`src/rtl/keypad_pkg.sv`:
```
// Shared types and helpers for the 4x4 keypad matrix (emulator and scanner key map).
// Latency: n/a (declarations only).
// Backpressure: n/a.
package keypad_pkg;

    typedef enum logic [1:0] {
        IDLE    = 2'd0,
        PRESS   = 2'd1,
        RELEASE = 2'd2
    } state_t;

    // Key code layout: upper two bits select the row, lower two the column.
    typedef struct packed {
        logic [1:0] row;
        logic [1:0] col;
    } key_t;

    localparam logic [3:0] COL_IDLE = 4'b1111;
    localparam logic [3:0] ROW_IDLE = 4'b1111;

    // Active-low one-hot row drive pattern for a given row index.
    function automatic logic [3:0] row_pattern(input logic [1:0] row);
        return ~(4'b0001 << row);
    endfunction

    // Active-low one-hot column sense pattern for a given column index.
    function automatic logic [3:0] col_pattern(input logic [1:0] col);
        return ~(4'b0001 << col);
    endfunction

    // Split a raw 4-bit key code into its row/column fields.
    function automatic key_t split_key(input logic [3:0] code);
        key_t k;
        k.row = code[3:2];
        k.col = code[1:0];
        return k;
    endfunction

endpackage

```
`src/rtl/keypad_matrix_drive.sv`:
```
// Combinational column answer for the pressed key: column pulled low only when its row is driven.
// Latency: zero (purely combinational from fila).
// Backpressure: none; idle columns read 4'b1111.
module keypad_matrix_drive
    import keypad_pkg::*;
(
    input  logic       pressing,
    input  logic [1:0] row,
    input  logic [1:0] col,
    input  logic [3:0] fila,
    output logic [3:0] columna
);

    // Exact-match on the row pattern rejects all-high and multi-row-low drives.
    always_comb begin
        columna = COL_IDLE;
        if (pressing && (fila == row_pattern(row))) begin
            columna = col_pattern(col);
        end
    end

endmodule

```
`src/rtl/keypad_emulator.sv`:
```
// Keypad responder: accepts one key command, holds it HOLD_CYCLES, forces release RELEASE_CYCLES, pulses done.
// Latency: done arrives 1+HOLD_CYCLES+RELEASE_CYCLES cycles after accept; columna is zero-latency from fila.
// Backpressure: cmd_ready low from accept until the done cycle; commands while not ready are ignored.
module keypad_emulator
    import keypad_pkg::*;
#(
    parameter int HOLD_CYCLES    = 64,
    parameter int RELEASE_CYCLES = 32,
    parameter int MIN_SCANS      = 2
) (
    input  logic       clk,
    input  logic       rst,
    input  logic       cmd_valid,
    output logic       cmd_ready,
    input  logic [3:0] cmd_key,
    input  logic [3:0] fila,
    output logic [3:0] columna,
    output logic       busy,
    output logic       done,
    output logic       scan_err
);

    localparam int HW = $clog2(HOLD_CYCLES + 1);
    localparam int RW = $clog2(RELEASE_CYCLES + 1);
    localparam int SW = $clog2(MIN_SCANS + 1);

    localparam logic [HW-1:0] HOLD_LAST = HW'(HOLD_CYCLES - 1);
    localparam logic [RW-1:0] REL_LAST  = RW'(RELEASE_CYCLES - 1);
    localparam logic [SW-1:0] SCAN_MAX  = SW'(MIN_SCANS);

    state_t          state;
    key_t            key_q;
    logic [HW-1:0]   hold_cnt;
    logic [RW-1:0]   rel_cnt;
    logic [SW-1:0]   scan_cnt;
    logic [SW-1:0]   scan_cnt_next;
    logic [3:0]      fila_q;
    logic [3:0]      target_row;
    logic            scan_hit;
    logic            scan_err_n;

    // A scan counts only on the first cycle the target row is driven (rising activation).
    always_comb begin
        target_row    = row_pattern(key_q.row);
        scan_hit      = (state == PRESS) && (fila == target_row) && (fila_q != target_row);
        scan_cnt_next = scan_cnt;
        if (scan_hit && (scan_cnt != SCAN_MAX)) begin
            scan_cnt_next = scan_cnt + SW'(1);
        end
    end

    // Previous-cycle row drive, used for activation edge detection.
    always_ff @(posedge clk or posedge rst) begin
        if (rst) begin
            fila_q <= ROW_IDLE;
        end else begin
            fila_q <= fila;
        end
    end

    // Command FSM with counters and registered handshake/status outputs.
    always_ff @(posedge clk or posedge rst) begin
        if (rst) begin
            state      <= IDLE;
            key_q      <= '0;
            hold_cnt   <= '0;
            rel_cnt    <= '0;
            scan_cnt   <= '0;
            scan_err_n <= 1'b0;
            cmd_ready  <= 1'b1;
            busy       <= 1'b0;
            done       <= 1'b0;
            scan_err   <= 1'b0;
        end else begin
            done <= 1'b0;
            case (state)
                IDLE: begin
                    if (cmd_valid && cmd_ready) begin
                        key_q     <= split_key(cmd_key);
                        hold_cnt  <= '0;
                        scan_cnt  <= '0;
                        scan_err  <= 1'b0;
                        cmd_ready <= 1'b0;
                        busy      <= 1'b1;
                        state     <= PRESS;
                    end
                end
                PRESS: begin
                    scan_cnt <= scan_cnt_next;
                    if (hold_cnt == HOLD_LAST) begin
                        rel_cnt    <= '0;
                        scan_err_n <= (scan_cnt_next < SCAN_MAX);
                        state      <= RELEASE;
                    end else begin
                        hold_cnt <= hold_cnt + HW'(1);
                    end
                end
                RELEASE: begin
                    if (rel_cnt == REL_LAST) begin
                        done      <= 1'b1;
                        scan_err  <= scan_err_n;
                        cmd_ready <= 1'b1;
                        busy      <= 1'b0;
                        state     <= IDLE;
                    end else begin
                        rel_cnt <= rel_cnt + RW'(1);
                    end
                end
                default: begin
                    cmd_ready <= 1'b1;
                    busy      <= 1'b0;
                    state     <= IDLE;
                end
            endcase
        end
    end

    keypad_matrix_drive u_matrix_drive (
        .pressing (state == PRESS),
        .row      (key_q.row),
        .col      (key_q.col),
        .fila     (fila),
        .columna  (columna)
    );

endmodule

```
`config.mk`:
```
export PLATFORM = sky130hd
export DESIGN_NAME = keypad_emulator
export DESIGN_NICKNAME = d
export VERILOG_FILES = /design/src/rtl/keypad_pkg.sv /design/src/rtl/keypad_matrix_drive.sv /design/src/rtl/keypad_emulator.sv
export SDC_FILE = /design/constraint.sdc
export NUM_CORES = 1
export LEC_CHECK = 0
export BUFFER_PORTS_ARGS = -buffer_cell sky130_fd_sc_hd__buf_2
export CAP_MARGIN = 0
export CORE_AREA = 2 2 81 64
export CTS_CLUSTER_DIAMETER = 50
export CTS_CLUSTER_SIZE = 20
export DETAILED_ROUTE_END_ITERATION = 10
export DIE_AREA = 0 0 83 66
export PLACE_DENSITY = 0.57
export SLEW_MARGIN = 20
export SYNTH_ARGS = -nofsm -noshare
export SYNTH_HDL_FRONTEND = slang
export SYNTH_HIERARCHICAL = 1
export SYNTH_SLANG_ARGS = --single-unit
```
`constraint.sdc`:
```
create_clock -name clk -period 1.7 [get_ports clk]
set_input_delay 0.17 -clock clk [delete_from_list [all_inputs] [get_ports clk]]
set_output_delay 0.17 -clock clk [all_outputs]
set_load 0.05 [all_outputs]
```
==> flow_summary.toml, run 1 <==
[floorplanning]
die_height_um = 66
core.rowCount = 22
floorplan.die.width_um = 83
design.core.area_um2 = 4710
initial_core_util_pct = 33.8
dieArea_um2 = 5480
design.portCount = 19

[detailed_routing]
detailed_route_wire_length_per_cell_um = 12.3
topRoutingLayerUsed = "met4"
drt-met1-wl_um = 1720
met3_length_um = 124
drt_iter0_markers = 52
met2WireLength_um = 1470
detail-route-antenna-nets = 0
drt_pass1_iterations = 4
route.vias.total = 1353
postRouteWirelength_um = 3350
via_cell_ratio = 4.96
remaining_drc_errors = 0

[sta]
unrepaired_setup_endpoints_after_global_routing = "yes"
timing.clock.skew_ps = 7.15
maxSlewHeadroom_pct = 74.9
hold_violations = 0
layout_worst_path_cycle_share_pct = 102
fin_crit_ps = 1730
timing.final.ws_setup_ps = -33.0
timing_worst_slew_pin_value_ps = 376
setup_viol = 4
final_max_slew_viol_count = 0
fmaxAchievable_mhz = 577
fin_tns_setup_ps = -84.0

[logic_synthesis]
synth_simple_gate_area_share_pct = 25.4
total_number_of_yosys_warnings = 6
dominant_combinational_cell_family_by_area_after_synthesis = "simple AND/OR/NAND/NOR gates"
number_of_flops_mapped_to_enable_cells_by_yosys = 0
mappedNetlistNets = 183
synth.area.mux_share_pct = 1.26
post_synth_xor_area_fraction_pct = 3.86
postSynthRegisterBits = 30
synth_seq_area_share_pct = 47.6
syn_inst = 169
yosysUniqueCellTypes = 41
synthesis.area_um2 = 1590
synthesized_area_divided_by_synthesized_cell_count_um2 = 9.40
synthFlopType = "sky130_fd_sc_hd__dfrtp_1"
post_synth_fa_ha_maj_area_fraction_pct = 2.36
synth_compound_area_share_pct = 16.1
post_synth_arst_share_pct = 100

[global_route]
grt_antenna_before_repair = 0
first_global_vias = 1303
grt_first_pass_wirelength_um = 5870
grt_max_degree = 31
globalRoute.totalOverflow = 0
global_route.usage.total_pct = 13.4

[placed_design]
place_worst_setup_slack_ps = 55.4
placement.io_buffers = 18
gp_congestion = 0.808
dpl-instance-area_um2 = 1840
detailed_place_hpwl_um = 2240

[critical_path]
cp.required_ps = 1530
cp_slowest_stage_delay_ps = 450
critical_path_cell_sequence = "buf_4 > buf_4 > nand2_1 > a21oi_4 > o21ai_1 > buf_6"
worst-setup-path-type = "flop to output port"
path_common_cell = "sky130_fd_sc_hd__buf_4"
critical_path.startpoint_type = "flop"
worst_setup_path_end_kind = "output port"
slowest_stage = "sky130_fd_sc_hd__dfrtp_2"
cp_max_fo = 7
worst_ep_arrival_time_ps = 1560

[clocking]
cts_made_buffers = 5
clock_sink_count = 30
cts_root_buffer = "sky130_fd_sc_hd__clkbuf_8"
cts-root-to-sink-buffers = 2
clk_latency_ps = 280
clock_tree_from_tritoncts = "done"
htreeDepth = 2
clk_pin_slew_ps = 60

[power_and_ir_drop]
net-switching-power_mw = 1.07
power_density_nw_per_um2 = 1370
share_seq_of_total_power_pct = 39.2
static-leakage-power_nw = 0.935
power_report.internal_total_mw = 1.76
total_power_mw = 2.83
ir_worst_vdd_mv = 0.961
switching_share_of_power_pct = 38.0
clkPwrFrac_pct = 20.7
combinational_share_of_power_pct = 40.1

[run_status]
run_status = "complete, but fails checks"
violations = "setup timing"

[layout]
drive_above_1_share_pct = 31.9
finalCoreUtilization_pct = 44.0
area_growth_pct = 30.5
nets = 226
antenna_cells = 0
postLayoutCellArea_um2 = 2070

[flow_run]
timing.max_cap.violations = 0

[min_path]
min_path_type = "input port to flop"
## state kept, by name (all words and copies together) (netlist names)
name	cells
scan_cnt	2
key_q	4
rel_cnt	6
hold_cnt	7
state	2
scan_err_n	1
busy	1
scan_err	1
fila_q	4
cmd_ready	1
done	1
## kinds of logic after synthesis
| group | after synthesis |
|---|---|
| DFF | 30 |
| AOI/OAI and AO/OA | 37 |
| xor gates and xnor gates | 7 |
| adders and majority gates | 3 |
| and+or+nand+nor | 78 |
| muxes | 2 |
| buffers and inverters | 12 |
## final timing paths
kind                                          from                       to  slack [ps]  depth (start not counted)
max                           key_q[3]$_DFFE_PP0P_               columna[3]         -30                          6
min                                        fila[2]      fila_q[2]$_DFF_PP1_          40                          1
max reg2reg                 rel_cnt[0]$_DFFE_PP0P_   rel_cnt[3]$_DFFE_PP0P_          60                          6
min reg2reg                scan_cnt[0]$_DFFE_PP0P_  scan_cnt[0]$_DFFE_PP0P_         480                          1
max in group asynchronous                      rst    cmd_ready$_DFFE_PP1P_         870                          4
min in group asynchronous                      rst   rel_cnt[5]$_DFFE_PP0P_         510                          4
## per-layer routing
layer / global-route usage [%] / vias to the layer above
li1: - / 689
met3: 4.12 / 4
met4: 5.33 / 0
met5: 0 / -
met1: 18.2 / 637
met2: 20.0 / 23
## synth_stat cells (2+ instances only)
cell                        instances  area [um^2]
sky130_fd_sc_hd__o21ai_0            8         40.0
sky130_fd_sc_hd__nand3b_1           3         22.5
sky130_fd_sc_hd__o211ai_1           2         15.0
sky130_fd_sc_hd__dfrtp_1           25          626
sky130_fd_sc_hd__nand2_1           29          109
sky130_fd_sc_hd__inv_1             10         37.5
sky130_fd_sc_hd__a31oi_1            3         18.8
sky130_fd_sc_hd__nor2b_1            3         18.8
sky130_fd_sc_hd__nand3_1           10         50.1
sky130_fd_sc_hd__a2111oi_2          2         30.0
sky130_fd_sc_hd__and3_1             3         18.8
sky130_fd_sc_hd__xor2_1             6         52.6
sky130_fd_sc_hd__o21ai_1            5         25.0
sky130_fd_sc_hd__dfstp_2            5          131
sky130_fd_sc_hd__ha_1               3         37.5
sky130_fd_sc_hd__a21oi_1            8         40.0
sky130_fd_sc_hd__nor2_1            11         41.3
sky130_fd_sc_hd__nor3_1             2         10.0
sky130_fd_sc_hd__nand4_1            8         50.1
sky130_fd_sc_hd__mux2i_1            2         20.0
## layout by cell type (no fill, tap or decap), types with 4 or more instances in the layout
| master | instances |
|---|---|
| sky130_fd_sc_hd__dfstp_2 | 5 |
| sky130_fd_sc_hd__nor2_1 | 10 |
| sky130_fd_sc_hd__xor2_1 | 6 |
| sky130_fd_sc_hd__inv_1 | 10 |
| sky130_fd_sc_hd__clkbuf_8 | 6 |
| sky130_fd_sc_hd__o21ai_1 | 4 |
| sky130_fd_sc_hd__buf_2 | 14 |
| sky130_fd_sc_hd__o21ai_0 | 8 |
| sky130_fd_sc_hd__dfrtp_1 | 22 |
| sky130_fd_sc_hd__a21oi_1 | 7 |
| sky130_fd_sc_hd__buf_4 | 20 |
| sky130_fd_sc_hd__nand3_1 | 9 |
| sky130_fd_sc_hd__nand4_1 | 8 |
| sky130_fd_sc_hd__nand2_1 | 29 |
## per-stage QoR
step                      hold WS, ps  std cells
after floorplan                   174        169
after global placement            269        258
after detailed placement          268        258
after CTS                        24.6        270
after global routing             29.8        273
final                            43.3        273
## critical path, delay by kind of cell (launching register included)
family	cells	cell delay, ps
AOI/OAI and AO/OA	2	250
DFF	1	450
and+or+nand+nor	1	100
buffers and inverters	3	480
## cell type report
cell class	instances	area, um^2
repair buffers	38	264
multi-input cells	127	846
flip-flops and latches	30	761
fillers	452	2630
clock buffers	8	90.1
well taps	60	75.1
inverters	10	37.5
## power groups by stage
stage	logic, mW	clock network (mW)	registers (mW)
finish	1.13	0.586	1.11
global route	1.27	0.647	1.15
CTS	1.05	0.609	1.11
detailed placement	0.978	0	1.12
global placement	0.981	0	1.12
floorplan	0.650	0	1.14
## what timing repair did
action	in CTS	in global routing
endpoints found under the hold margin	25	0
setup endpoints to repair	4	14
pin swaps	4	8
resized for setup	12	9
hold buffers	1	0
setup buffers	3	3
Note: power is estimated with default switching activity, not from simulation.
==> run 2, diff against run 1 <==
--- a/config.mk
+++ b/config.mk
@@ -5,14 +5,16 @@
 export SDC_FILE = /design/constraint.sdc
 export NUM_CORES = 1
 export LEC_CHECK = 0
+export ABC_AREA = 1
 export BUFFER_PORTS_ARGS = -buffer_cell sky130_fd_sc_hd__buf_2
 export CAP_MARGIN = 0
-export CORE_AREA = 2 2 81 64
+export CORE_AREA = 2 2 83 65
 export CTS_CLUSTER_DIAMETER = 50
 export CTS_CLUSTER_SIZE = 20
 export DETAILED_ROUTE_END_ITERATION = 10
-export DIE_AREA = 0 0 83 66
-export PLACE_DENSITY = 0.57
+export DIE_AREA = 0 0 85 67
+export GPL_TIMING_DRIVEN = 0
+export PLACE_DENSITY = 0.58
 export SLEW_MARGIN = 20
 export SYNTH_ARGS = -nofsm -noshare
 export SYNTH_HDL_FRONTEND = slang
==> flow_summary.toml, run 2 <==
[run_status]
run_status = "complete, no violations"

[floorplanning]
design.core.area_um2 = 4820
floorplan.die.width_um = 85
design.portCount = 19
initial_core_util_pct = 34.8
die_height_um = 67
core.rowCount = 22
dieArea_um2 = 5700

[power_and_ir_drop]
ir_worst_vdd_mv = 0.323
power_density_nw_per_um2 = 777
total_power_mw = 1.53
static-leakage-power_nw = 0.972

[detailed_routing]
topRoutingLayerUsed = "met4"
drt_pass1_iterations = 4
drt_iter0_markers = 29
remaining_drc_errors = 0
via_cell_ratio = 4.57
met3_length_um = 136
drt-met1-wl_um = 1810
detail-route-antenna-nets = 0
route.vias.total = 1376
postRouteWirelength_um = 3250
met2WireLength_um = 1250
detailed_route_wire_length_per_cell_um = 10.8

[critical_path]
worst-setup-path-type = "flop to output port"
worst_setup_path_end_kind = "output port"
crit_family = "flip-flops"
critical_path.startpoint_type = "flop"
worst_ep_arrival_time_ps = 1420
cp_slowest_stage_delay_ps = 460
cp_max_fo = 7
cp.required_ps = 1530
slowest_stage = "sky130_fd_sc_hd__dfrtp_1"
critical_path_cell_sequence = "o21bai_1 > nand2_1 > nor2_4 > nand3_1 > clkbuf_4"
worstPathBufferInverterCount = 1

[layout]
mostFrequentLayoutCell = "sky130_fd_sc_hd__nand2_1"
max_flop_register = "hold_cnt"
flip_flop_count_of_the_largest_register_all_copies_and_words_added = 7
nets = 254
postLayoutCellArea_um2 = 1960
antenna_cells = 0
mostFrequentLayoutCells = "sky130_fd_sc_hd__nand2_1 (51), sky130_fd_sc_hd__nand3_1 (28), sky130_fd_sc_hd__dfrtp_1 (24), sky130_fd_sc_hd__inv_1 (21), sky130_fd_sc_hd__buf_2 (17)"
area_growth_pct = 17.2
drive_above_1_share_pct = 25.7
filler_cell_count = 499
layoutNonFillerInstCount = 301
largestRegisters = "hold_cnt x7, rel_cnt x6"

[logic_synthesis]
total_number_of_yosys_warnings = 6
ys_top_cells_by_count = "sky130_fd_sc_hd__nand2_1 (51), sky130_fd_sc_hd__nand3_1 (28), sky130_fd_sc_hd__dfrtp_1 (25)"
synth.top_cells.by_area = "sky130_fd_sc_hd__dfrtp_1 (37%), sky130_fd_sc_hd__nand2_1 (11%), sky130_fd_sc_hd__nand3_1 (8.4%), sky130_fd_sc_hd__dfstp_2 (7.8%), sky130_fd_sc_hd__inv_1 (4.9%)"
post-synth-top-area-fraction_pct = 37.3
number_of_flops_mapped_to_enable_cells_by_yosys = 0
synthesis.area_um2 = 1680
synthesized_area_divided_by_synthesized_cell_count_um2 = 7.87
syn_inst = 213
postSynthRegisterBits = 30
synthFlopType = "sky130_fd_sc_hd__dfrtp_1"
post_synth_arst_share_pct = 100
yosys.area.top_type = "sky130_fd_sc_hd__dfrtp_1"
yosysUniqueCellTypes = 28
mappedNetlistNets = 227
yosys.cell_count.top_type = "sky130_fd_sc_hd__nand2_1"
synth_seq_area_share_pct = 45.2

[global_route]
first_global_vias = 1215
globalRoute.totalOverflow = 0
grt_first_pass_wirelength_um = 5560
global_route.usage.total_pct = 12.7
grt_max_degree = 31
grt_antenna_before_repair = 0

[placed_design]
placement.io_buffers = 18
place_worst_setup_slack_ps = 161
gp_congestion = 0.762
dp_cells = 291
detailed_place_hpwl_um = 2390
dpl-instance-area_um2 = 1840

[sta]
fin_crit_ps = 1590
setup_viol = 0
maxSlewHeadroom_pct = 58.3
unrepaired_setup_endpoints_after_global_routing = "no"
final_max_slew_viol_count = 0
timing.clock.skew_ps = 6.62
layout_worst_path_cycle_share_pct = 93.7
fmaxAchievable_mhz = 628
timing.final.ws_setup_ps = 107
fin_tns_setup_ps = 0
timing_worst_slew_pin_value_ps = 624
hold_violations = 0

[clocking]
cts_root_buffer = "sky130_fd_sc_hd__clkbuf_8"
clock_sink_count = 30
cts-root-to-sink-buffers = 2
clk_pin_slew_ps = 60
clock_tree_from_tritoncts = "done"
clk_latency_ps = 280
htreeDepth = 2
cts_made_buffers = 5

[flow_run]
timing.max_cap.violations = 0

[min_path]
min_path_type = "input port to flop"
-- run 2: metrics by stage --
step / utilization, % / hold slack [ps]
4_1_cts: 40.5 / 25.3
6_report: 40.8 / 30.4
3_5_place_dp: 38.2 / 301
5_1_grt: 40.8 / 14.8
3_3_place_gp: 38.2 / 322
2_1_floorplan: - / 174
-- run 2: worst paths after layout --
path,startpoint,end,slack (ps),cells after the start
max,key_q[2]$_DFFE_PP0P_,columna[3],110,5
min,fila[0],fila_q[0]$_DFF_PP1_,30,1
max reg2reg,rel_cnt[0]$_DFFE_PP0P_,busy$_DFFE_PP0P_,190,9
min reg2reg,scan_cnt[0]$_DFFE_PP0P_,scan_cnt[0]$_DFFE_PP0P_,470,1
max in group asynchronous,rst,key_q[3]$_DFFE_PP0P_,740,3
min in group asynchronous,rst,rel_cnt[0]$_DFFE_PP0P_,510,3
-- run 2: area by class of cell --
class | instances | area, um^2 | area share (%)
clock buffer | 8 | 90.1 | 4.59
sequential | 30 | 758 | 38.6
multi-input combinational | 149 | 785 | 40.0
inverter | 32 | 123 | 6.25
buffer | 2 | 22.5 | 1.15
timing repair buffer | 20 | 110 | 5.61
tap | 60 | 75.1 | 3.82
-- run 2: layer usage --
layer / vias to the layer above / track usage, %
li1: 743 / -
met1: 605 / 18.3
met2: 21 / 17.1
met3: 7 / 3.97
met4: 0 / 5.56
met5: - / 0
-- run 2: kinds of logic after synthesis --
group | synth area share [%]
compound gates | 9.41
xor+xnor | 1.57
fa+ha+maj | 2.24
buf+inv | 8.66
flops | 45.2
simple gates | 32.9
-- run 2: power breakdown --
group | leakage [nW] | switching (mW) | internal (mW)
sequential | 0.361 | 0.0252 | 0.747
combinational | 0.565 | 0.0966 | 0.0668
clock | 0.0455 | 0.261 | 0.330
total | 0.972 | 0.383 | 1.14
-- run 2: repair_timing --
action | CTS | global route
hold buffers | 1 | 0
setup buffers | 1 | 0
endpoints found under the setup margin | 4 | 4
endpoints found under the hold margin | 16 | 0
gates resized for setup | 1 | 4
pin swaps | 1 | 0
-- run 2: worst register-to-register path: cells and delay by family (launching register included) --
kind / cells / cell delay, ps
adder cells (fa/ha/maj): 1 / 180
buffers and inverters: 1 / 70
AO/OA/AOI/OAI: 1 / 100
AND/OR/NAND/NOR: 6 / 660
flip-flops: 1 / 390
